`src/rtl/ram_share_pkg.sv`:
```
// Shared types and constants for the UART-to-APB RAM FIFO arbiter.
package ram_share_pkg;

  typedef enum logic [2:0] {
    ST_IDLE,
    ST_WR,
    ST_RD_ISSUE,
    ST_RD_DONE,
    ST_BUS_RESP
  } state_e;

  localparam int unsigned APB_AW = 16;
  localparam int unsigned APB_DW = 32;

  localparam logic [7:0] REG_DATA   = 8'h00;
  localparam logic [7:0] REG_STATUS = 8'h04;
  localparam logic [7:0] REG_CTRL   = 8'h08;

  // STATUS: count occupies [AW:0]; flag bits sit at AW + offset
  localparam int unsigned STAT_EMPTY_OFS = 1;
  localparam int unsigned STAT_FULL_OFS  = 2;
  localparam int unsigned STAT_OVF_OFS   = 3;

  localparam int unsigned CTRL_FLUSH_BIT   = 0;
  localparam int unsigned CTRL_CLR_OVF_BIT = 1;

endpackage

```
`src/rtl/fifo_ptr_ctrl.sv`:
```
// Read/write pointers and occupancy for the RAM-backed FIFO.
module fifo_ptr_ctrl #(
  parameter int unsigned AW = 8
) (
  input  logic          clk,
  input  logic          rst_h,
  input  logic          inc_wr_i,
  input  logic          inc_rd_i,
  input  logic          flush_i,
  output logic [AW-1:0] wr_ptr_o,
  output logic [AW-1:0] rd_ptr_o,
  output logic [AW:0]   count_o,
  output logic          empty_o,
  output logic          full_o
);

  localparam int unsigned DEPTH = 1 << AW;

  logic [AW-1:0] wr_ptr_q, wr_ptr_d;
  logic [AW-1:0] rd_ptr_q, rd_ptr_d;
  logic [AW:0]   count_q, count_d;
  logic          do_wr, do_rd;

  assign empty_o  = (count_q == '0);
  assign full_o   = (count_q == (AW+1)'(DEPTH));
  assign wr_ptr_o = wr_ptr_q;
  assign rd_ptr_o = rd_ptr_q;
  assign count_o  = count_q;

  // Guards keep count inside [0, DEPTH] even on a stray strobe
  assign do_wr = inc_wr_i & ~full_o;
  assign do_rd = inc_rd_i & ~empty_o;

  always_comb begin
    wr_ptr_d = wr_ptr_q;
    rd_ptr_d = rd_ptr_q;
    count_d  = count_q;
    if (flush_i) begin
      wr_ptr_d = '0;
      rd_ptr_d = '0;
      count_d  = '0;
    end else begin
      if (do_wr) wr_ptr_d = wr_ptr_q + AW'(1);
      if (do_rd) rd_ptr_d = rd_ptr_q + AW'(1);
      if (do_wr && !do_rd)      count_d = count_q + (AW+1)'(1);
      else if (do_rd && !do_wr) count_d = count_q - (AW+1)'(1);
    end
  end

  always_ff @(posedge clk) begin
    if (rst_h) begin
      wr_ptr_q <= '0;
      rd_ptr_q <= '0;
      count_q  <= '0;
    end else begin
      wr_ptr_q <= wr_ptr_d;
      rd_ptr_q <= rd_ptr_d;
      count_q  <= count_d;
    end
  end

endmodule

```
`src/rtl/ram_share_arbiter.sv`:
```
// Runs a single-port RAM as a FIFO: UART bytes are pushed, APB DATA reads pop.
module ram_share_arbiter
  import ram_share_pkg::*;
#(
  parameter int unsigned AW = 8,
  parameter int unsigned DW = 8
) (
  input  logic              clk,
  input  logic              rst_h,
  input  logic              wr_valid,
  input  logic [DW-1:0]     wr_data,
  input  logic              psel,
  input  logic              penable,
  input  logic              pwrite,
  input  logic [APB_AW-1:0] paddr,
  input  logic [APB_DW-1:0] pwdata,
  input  logic [3:0]        pstrb,
  output logic [APB_DW-1:0] prdata,
  output logic              pready,
  output logic              pslverr,
  output logic [AW-1:0]     ram_addr,
  output logic [DW:0]       ram_din,
  output logic              ram_wrb,
  output logic              ram_rdb,
  input  logic [DW:0]       ram_dout,
  output logic [AW:0]       fifo_count,
  output logic              fifo_empty,
  output logic              fifo_full
);

  state_e              state_q, state_d;
  logic [APB_DW-1:0]   prdata_q, prdata_d;
  logic                pready_q, pready_d;
  logic                pslverr_q, pslverr_d;
  logic [AW-1:0]       ram_addr_q, ram_addr_d;
  logic [DW:0]         ram_din_q, ram_din_d;
  logic                ram_wrb_q, ram_wrb_d;
  logic                ram_rdb_q, ram_rdb_d;
  logic [DW-1:0]       hold_q, hold_d;
  logic                hold_valid_q, hold_valid_d;
  logic                ovf_q, ovf_d;

  logic                inc_wr, inc_rd, flush, consume, ovf_set, ovf_clr;
  logic [AW-1:0]       wr_ptr, rd_ptr;
  logic                write_pend;
  logic [DW-1:0]       hold_byte;
  logic                hi_ok, is_data_rd, is_status_rd, is_ctrl_wr, acc_err;
  logic [APB_DW-1:0]   status_word;
  logic                unused_bits_c;

  fifo_ptr_ctrl #(.AW(AW)) u_ptr (
    .clk      (clk),
    .rst_h    (rst_h),
    .inc_wr_i (inc_wr),
    .inc_rd_i (inc_rd),
    .flush_i  (flush),
    .wr_ptr_o (wr_ptr),
    .rd_ptr_o (rd_ptr),
    .count_o  (fifo_count),
    .empty_o  (fifo_empty),
    .full_o   (fifo_full)
  );

  assign prdata   = prdata_q;
  assign pready   = pready_q;
  assign pslverr  = pslverr_q;
  assign ram_addr = ram_addr_q;
  assign ram_din  = ram_din_q;
  assign ram_wrb  = ram_wrb_q;
  assign ram_rdb  = ram_rdb_q;

  assign unused_bits_c = ^{pstrb[3:1], pwdata[APB_DW-1:2], ram_dout[DW]};

  // A fresh strobe counts as pending so it can bypass the hold register
  assign write_pend = hold_valid_q | wr_valid;
  assign hold_byte  = hold_valid_q ? hold_q : wr_data;

  assign hi_ok        = (paddr[15:8] == 8'h00);
  assign is_data_rd   = hi_ok && (paddr[7:0] == REG_DATA)   && !pwrite;
  assign is_status_rd = hi_ok && (paddr[7:0] == REG_STATUS) && !pwrite;
  assign is_ctrl_wr   = hi_ok && (paddr[7:0] == REG_CTRL)   &&  pwrite;
  assign acc_err      = !(is_data_rd || is_status_rd || is_ctrl_wr);

  always_comb begin
    status_word                      = '0;
    status_word[AW:0]                = fifo_count;
    status_word[AW + STAT_EMPTY_OFS] = fifo_empty;
    status_word[AW + STAT_FULL_OFS]  = fifo_full;
    status_word[AW + STAT_OVF_OFS]   = ovf_q;
  end

  // Arbitration FSM; RAM-side values are set one cycle ahead of use
  always_comb begin
    state_d    = state_q;
    prdata_d   = '0;
    pready_d   = 1'b0;
    pslverr_d  = 1'b0;
    ram_addr_d = ram_addr_q;
    ram_din_d  = ram_din_q;
    ram_wrb_d  = 1'b1;
    ram_rdb_d  = 1'b1;
    inc_wr     = 1'b0;
    inc_rd     = 1'b0;
    flush      = 1'b0;
    consume    = 1'b0;
    ovf_set    = 1'b0;
    ovf_clr    = 1'b0;

    unique case (state_q)
      ST_IDLE: begin
        if (write_pend && fifo_full) begin
          consume = 1'b1;
          ovf_set = 1'b1;
        end
        if (psel && is_data_rd && write_pend && !fifo_full) begin
          state_d    = ST_WR;
          ram_addr_d = wr_ptr;
          ram_din_d  = {1'b0, hold_byte};
          ram_wrb_d  = 1'b0;
          consume    = 1'b1;
        end else if (psel && is_data_rd && !fifo_empty) begin
          state_d    = ST_RD_ISSUE;
          ram_addr_d = rd_ptr;
          ram_rdb_d  = 1'b0;
        end else if (psel) begin
          state_d   = ST_BUS_RESP;
          pready_d  = 1'b1;
          pslverr_d = acc_err;
          if (is_status_rd) prdata_d = status_word;
          if (is_ctrl_wr && pstrb[0]) begin
            flush   = pwdata[CTRL_FLUSH_BIT];
            ovf_clr = pwdata[CTRL_CLR_OVF_BIT];
          end
        end else if (write_pend && !fifo_full) begin
          state_d    = ST_WR;
          ram_addr_d = wr_ptr;
          ram_din_d  = {1'b0, hold_byte};
          ram_wrb_d  = 1'b0;
          consume    = 1'b1;
        end
      end
      ST_WR: begin
        inc_wr  = 1'b1;
        state_d = ST_IDLE;
        if (psel && is_data_rd) begin
          state_d    = ST_RD_ISSUE;
          ram_addr_d = rd_ptr;
          ram_rdb_d  = 1'b0;
        end
      end
      ST_RD_ISSUE: begin
        inc_rd   = 1'b1;
        state_d  = ST_RD_DONE;
        pready_d = 1'b1;
        prdata_d = APB_DW'({1'b1, ram_dout[DW-1:0]});
      end
      ST_RD_DONE:  state_d = ST_IDLE;
      ST_BUS_RESP: state_d = ST_IDLE;
      default:     state_d = ST_IDLE;
    endcase
  end

  // Hold register and sticky overflow; a flush discards any incoming byte
  always_comb begin
    hold_d       = hold_q;
    hold_valid_d = hold_valid_q & ~consume;
    ovf_d        = ovf_q;
    if (wr_valid && hold_valid_q && !flush) ovf_d = 1'b1;
    if (wr_valid && !hold_valid_q && !consume) begin
      hold_valid_d = 1'b1;
      hold_d       = wr_data;
    end
    if (ovf_set) ovf_d = 1'b1;
    if (flush)   hold_valid_d = 1'b0;
    if (ovf_clr) ovf_d = 1'b0;
  end

  always_ff @(posedge clk) begin
    if (rst_h) begin
      state_q      <= ST_IDLE;
      prdata_q     <= '0;
      pready_q     <= 1'b0;
      pslverr_q    <= 1'b0;
      ram_addr_q   <= '0;
      ram_din_q    <= '0;
      ram_wrb_q    <= 1'b1;
      ram_rdb_q    <= 1'b1;
      hold_q       <= '0;
      hold_valid_q <= 1'b0;
      ovf_q        <= 1'b0;
    end else begin
      state_q      <= state_d;
      prdata_q     <= prdata_d;
      pready_q     <= pready_d;
      pslverr_q    <= pslverr_d;
      ram_addr_q   <= ram_addr_d;
      ram_din_q    <= ram_din_d;
      ram_wrb_q    <= ram_wrb_d;
      ram_rdb_q    <= ram_rdb_d;
      hold_q       <= hold_d;
      hold_valid_q <= hold_valid_d;
      ovf_q        <= ovf_d;
    end
  end

endmodule

```
`config.mk`:
```
export PLATFORM = sky130hd
export DESIGN_NAME = ram_share_arbiter
export DESIGN_NICKNAME = d
export VERILOG_FILES = /design/src/rtl/ram_share_pkg.sv /design/src/rtl/fifo_ptr_ctrl.sv /design/src/rtl/ram_share_arbiter.sv
export SDC_FILE = /design/constraint.sdc
export NUM_CORES = 1
export LEC_CHECK = 0
export CORE_MARGIN = 4
export CORE_UTILIZATION = 49
export DETAILED_ROUTE_END_ITERATION = 10
export PLACE_DENSITY = 0.9
export REMOVE_ABC_BUFFERS = 1
export SLEW_MARGIN = 40
export SYNTH_ARGS = -nofsm -noshare
export SYNTH_HDL_FRONTEND = slang
export SYNTH_SLANG_ARGS = --single-unit
```
`constraint.sdc`:
```
create_clock -name clk -period 4.91 [get_ports clk]
set_input_delay 0.982 -clock clk [delete_from_list [all_inputs] [get_ports clk]]
set_output_delay 0.982 -clock clk [all_outputs]
set_load 0.005 [all_outputs]
```
== Word level (Yosys, flattened, before mapping) ==
Index checks and enable logic that the tools add are counted.
Operators by class
  $add $sub $neg: 4
  multiplexer cells: 58
  bitwise operators: 9
  eq/ne operators: 11
  reduce and logical (&&, ||, !) cells: 44
Operator list (count)
  9-bit 2-to-1 mux: 6
  12-bit 2-to-1 mux: 4
  8-bit 2-to-1 mux: 6
  1-bit 2-to-1 mux: 32
  12-bit case mux with 2 select lines: 1
  1-bit logical AND: 19
  8-bit by 1-bit adder with 8-bit output, second input constant: 2
  8-bit logical NOT: 2
  8-bit case mux with 2 select lines: 1
  3-bit 2-to-1 mux: 4
  9-bit by 1-bit adder with 9-bit output, second input constant: 1
  9-bit == test, second input constant: 1
  1-bit logical NOT: 9
  9-bit logical NOT: 1
  3-bit case mux with 3 select lines: 1
  9-bit by 1-bit subtractor with 9-bit output, second input constant: 1
  8-bit by 3-bit == test with 1-bit output, second input constant: 1
  8-bit by 4-bit == test with 1-bit output, second input constant: 1
  4-bit != test, second input constant: 2
  4-bit AND reduction: 2
  2-bit nonzero test: 4
  2-bit OR reduction: 3
  5-bit != test, second input constant: 1
  1-bit NOT: 5
  other kinds (11): 16
Word-level totals
  register bits after elaboration: 91
  logic and storage cells: 140
  input bits: 75
  output and inout bits: 64

== Longest topological paths before layout ==
  depth after elaboration: 13
  depth in mapped cells: 11
  gate-level depth less buffers: 10

== Hierarchy ==
From an unflattened synthesis, not the netlist that was laid out.
Unflattened totals
  cell total of the unflattened synthesis: 399
  area total of the unflattened synthesis: 3562.2 µm²
By module, submodules not included
  ram_share_arbiter: cells an instance 226, times used 1, area an instance 2110.8 µm², sequential area each 900.9 µm²
  fifo_ptr_ctrl: cells an instance 173, times used 1, area an instance 1451.4 µm², sequential area each 500.5 µm²

== Worst setup path after synthesis ==
OpenSTA, ideal clock, no wires.
  path type: register to register
  start point: register u_ptr.count_q[2] (netlist: u_ptr.count_o[2])
  end point: register u_ptr.count_q[8] (netlist: u_ptr.count_o[8])
  data arrival time: 3268 ps
  buffers on the path: 1
  library setup time: 70 ps
  stages on the path, launching flop included: 12
  period minus slack after synthesis: 3338 ps
  slack: 1572 ps
  data required time: 4840 ps
  cell sequence: dfxtp_1 or4_1 buf_2 o31ai_2 ha_1 inv_1 fa_1 a21oi_1 o2111ai_1 a211o_1 a21o_1 a21oi_1
On the way
  longest elaborated chain between the ends: 7
  elaborated cells between the ends (all ways): 23
  classes of those cells: 2 x add/sub; 1 x eq/ne; 5 x mux; 4 x bitwise; 11 x reduce/logical
RTL lines
  start, declared: line fifo_ptr_ctrl.sv:21  | logic [AW:0] count_q, count_d;
  start signal, assigned: line fifo_ptr_ctrl.sv:58  | count_q <= count_d;
  branches (longest 7 deep; another with 9-bit by 1-bit subtractor with 9-bit output)
Several ways; the timed one is not identified. The select of a mux whose other input is x is not followed.
A chain may end at the register's enable or synchronous reset.

== Worst setup path after layout ==
  start point: register state_q[0]
  end point: register u_ptr.count_q[8] (netlist: u_ptr.count_o[8])
On the way
  longest elaborated chain between the ends: 6
  elaborated cells between the ends (all ways): 15
  classes of those cells: 2 x eq/ne; 4 x mux; 2 x bitwise; 7 x reduce/logical
RTL lines
  start, declared: line ram_share_arbiter.sv:31  | state_e state_q, state_d;
  start signal, assigned: line ram_share_arbiter.sv:192  | state_q <= state_d;
  3-bit by 1-bit == test with 1-bit output *: line ram_share_arbiter.sv:109  | unique case (state_q)
  1-bit 2-to-1 mux *: line ram_share_arbiter.sv:109
  1-bit AND *: line fifo_ptr_ctrl.sv:31  | assign do_wr = inc_wr_i & ~full_o;
  net u_ptr.do_wr: line fifo_ptr_ctrl.sv:22  | logic do_wr, do_rd;
  1-bit logical NOT: line fifo_ptr_ctrl.sv:46  | else if (do_rd && !do_wr) count_d = count_q - (AW+1)'(1);
  1-bit logical AND: line fifo_ptr_ctrl.sv:46
  2-bit nonzero test (no source line)
Mark *: on every way through the listed nets, which the timed path passes. The rest lies on a longest branch.

==> reports/qor.yml <==
status: "complete, no violations"
yosysMostFrequentCell: "dfxtp_1"
ys_seq_area_share_pct: 35.6
crit_fanout: 11
p_leak_nw: 1.73
maxSlewHeadroom_pct: 48.6
port_buffers: 82
setup_tns_ps: 0
place_area_um2: 4740
cts.sinks: 70
grt_max_degree: 34
worstSetupEndpointType: "flop"
initial_core_util_pct: 50.7
synth_commonest_cells: "dfxtp_1, nor2_1, nand3_1"
die_w_um: 97.6
async_reset_ff_share_pct: 0
yosysWarnings: 0
place_congestion: 0.913
yosys.area.top_type_share_pct: 35.6
synthFlopType: "dfxtp_1"
cts_made_buffers: 9
ys_ff_latch: 70
max_slew.worst_pin.slew_ps: 764
final_area_um2: 4930
post-route-min-period_ps: 3700
worst_setup_path_start_kind: "flop"
wirelength_um: 10600
power.share.sequential_pct: 45.0
ys_top_cells_by_area: "dfxtp_1, nor2_1, buf_4"
p_int_uw: 938
maxSlewViolCount: 0
fin_nets: 613
clkPwrFrac_pct: 32.4
die-area_um2: 9530
synth_xor_area_share_pct: 4.01
maxCapViolations: 0
cts-hold-fix-buffers: 0
setup_viol: 0
syn2layout_area_growth_pct: 25.3
nFillCells: 626
num_antenna_cells: 0
cp_data_arrival_time_ps: 3980
gr-total-overflow: 0
post_cts_buffers: 0
vdd_drop_max_mv: 0.141
clockBufferDepth: 2
register_area_um2: 1400
grt_first_pass_wirelength_um: 17200
final-hold-violation-count: 0
dr.pass1.iters: 5
period_share_pct: 75.3
io_pins: 139
fin_skew_ps: 9.19
muxShareOfSynthArea_pct: 3.81
dpl.hpwl_um: 7710
crit_required_ps: 5190
netlist_area_um2: 3940
tritoncts: "yes"
cts.clk_slew.worst_paths_ps: 80
drive_gt1_share_pct: 7.14
p_per_area_nw_per_um2: 279
synth-compound-area-share_pct: 22.3
power_frac_comb_pct: 22.6
synth_area_per_cell_um2: 8.59
drt_iter0_drc: 397
cts_resized: 0
fmax_mhz: 271
vias: 3777
htree_levels: 3
synth_cells: 458
final_antenna_net_count: 0
wl_per_cell_um: 16.7
holdCritPathClass: "flop to flop"
drc_errors: 0
grt.total_usage_pct: 21.5
synth-simple-area-share_pct: 22.7
viasPerCell: 5.96
rsz0062_at_grt: "no"
clk_latency_ps: 350
synth_top_family_by_area: "simple AND/OR/NAND/NOR gates"
power.switching_fraction_pct: 31.9
grt_pass1_vias: 3587
synth_adder_area_share_pct: 3.69
coreArea_um2: 7770
cts-root-buf: "clkbuf_8"
die_h_um: 97.6
switching_power_uw: 440
synth_top_area_cell: "dfxtp_1"
synthDistinctLibCells: 60
multiInputGateArea_um2: 2310
row_count: 32
grt_antenna_before_repair: 0
synth_edf_count: 0
crit_type: "flop to flop"
[metrics by stage]
stage / util [%] / std cells / hold slack (ps) / setup slack [ps] / power (mW)
after global placement: 60.7 / 616 / 453 / 1110 / 0.925
after floorplan: - / 427 / 442 / 1550 / 0.808
after global routing: 63.5 / 634 / 502 / 891 / 1.44
after detailed placement: 61.0 / 618 / 466 / 1010 / 0.940
after CTS: 63.4 / 634 / 479 / 1190 / 1.38
final: 63.5 / 634 / 480 / 1210 / 1.38
[power groups by stage]
stage / clock [mW] / combinational [mW] / sequential, mW
floorplan: 0 / 0.181 / 0.627
CTS: 0.450 / 0.310 / 0.620
global placement: 0 / 0.295 / 0.630
global route: 0.474 / 0.342 / 0.623
finish: 0.446 / 0.312 / 0.620
detailed placement: 0 / 0.308 / 0.632
[cells by family after synthesis]
| family | Yosys count |
|---|---|
| adder cells (fa/ha/maj) | 11 |
| AO/OA/AOI/OAI | 114 |
| AND/OR/NAND/NOR | 170 |
| multiplexers | 15 |
| XOR/XNOR | 18 |
| other | 1 |
| flip-flops | 70 |
| buffers and inverters | 59 |
[cells in the final DEF, fill, tap and decap left out, drive strengths merged, types with 12 or more instances in the layout]
master and count:
nor2 51, mux2i 15, and2 12, conb 21
dfxtp 70, nor3 13, nand3 30, clkdlybuf4s50 82
o211ai 17, a21oi 29, nand2 15, o31ai 13
[metal layers]
layer	GRT usage, %	up-vias	share of wire (%)	wire length, um
met3	3.52	25	6.8	715
li1	-	1800	-	-
met4	6.82	0	2.3	244
met1	26.3	1789	40	4270
met2	38.3	163	51	5340
met5	0	-	0	0
[critical path, stage by stage (launching register included)]
cell       delay, ps
dfxtp_1          450
or3b_2           620
a31oi_1          530
ha_1             330
inv_1            180
fa_1             440
a21oi_1          260
o2111ai_1        200
a211o_1          310
a21o_1           180
a21oi_1          140
[area by class of cell]
| cell class | count | area share, % |
|---|---|---|
| Multi-Input combinational cell | 349 | 46.9 |
| Sequential cell | 70 | 28.4 |
| Timing Repair Buffer | 89 | 17.7 |
| Clock buffer | 10 | 2.79 |
| Tap cell | 102 | 2.59 |
| Clock inverter | 6 | 1.04 |
| Inverter | 8 | 0.609 |
[registers in the layout, indices dropped and copies added (netlist names)]
signal          cells
pslverr             1
hold_q              8
ram_wrb             1
ram_addr            8
pready              1
ram_rdb             1
ovf_q               1
state_q             3
u_ptr.wr_ptr_o      8
ram_din             8
u_ptr.rd_ptr_o      8
u_ptr.count_o       9
prdata             12
hold_valid_q        1
[path summary, 6_finish.rpt]
kind                                 start  slack (ps)                to  depth (start not counted)
worst max-delay path            state_q[0]        1210  u_ptr.count_o[8]                         10
worst min-delay path             hold_q[3]         480         hold_q[3]                          2
worst max register to register  state_q[0]        1210  u_ptr.count_o[8]                         10
worst min register to register   hold_q[3]         480         hold_q[3]                          2
(Power assumes the default switching activity.)
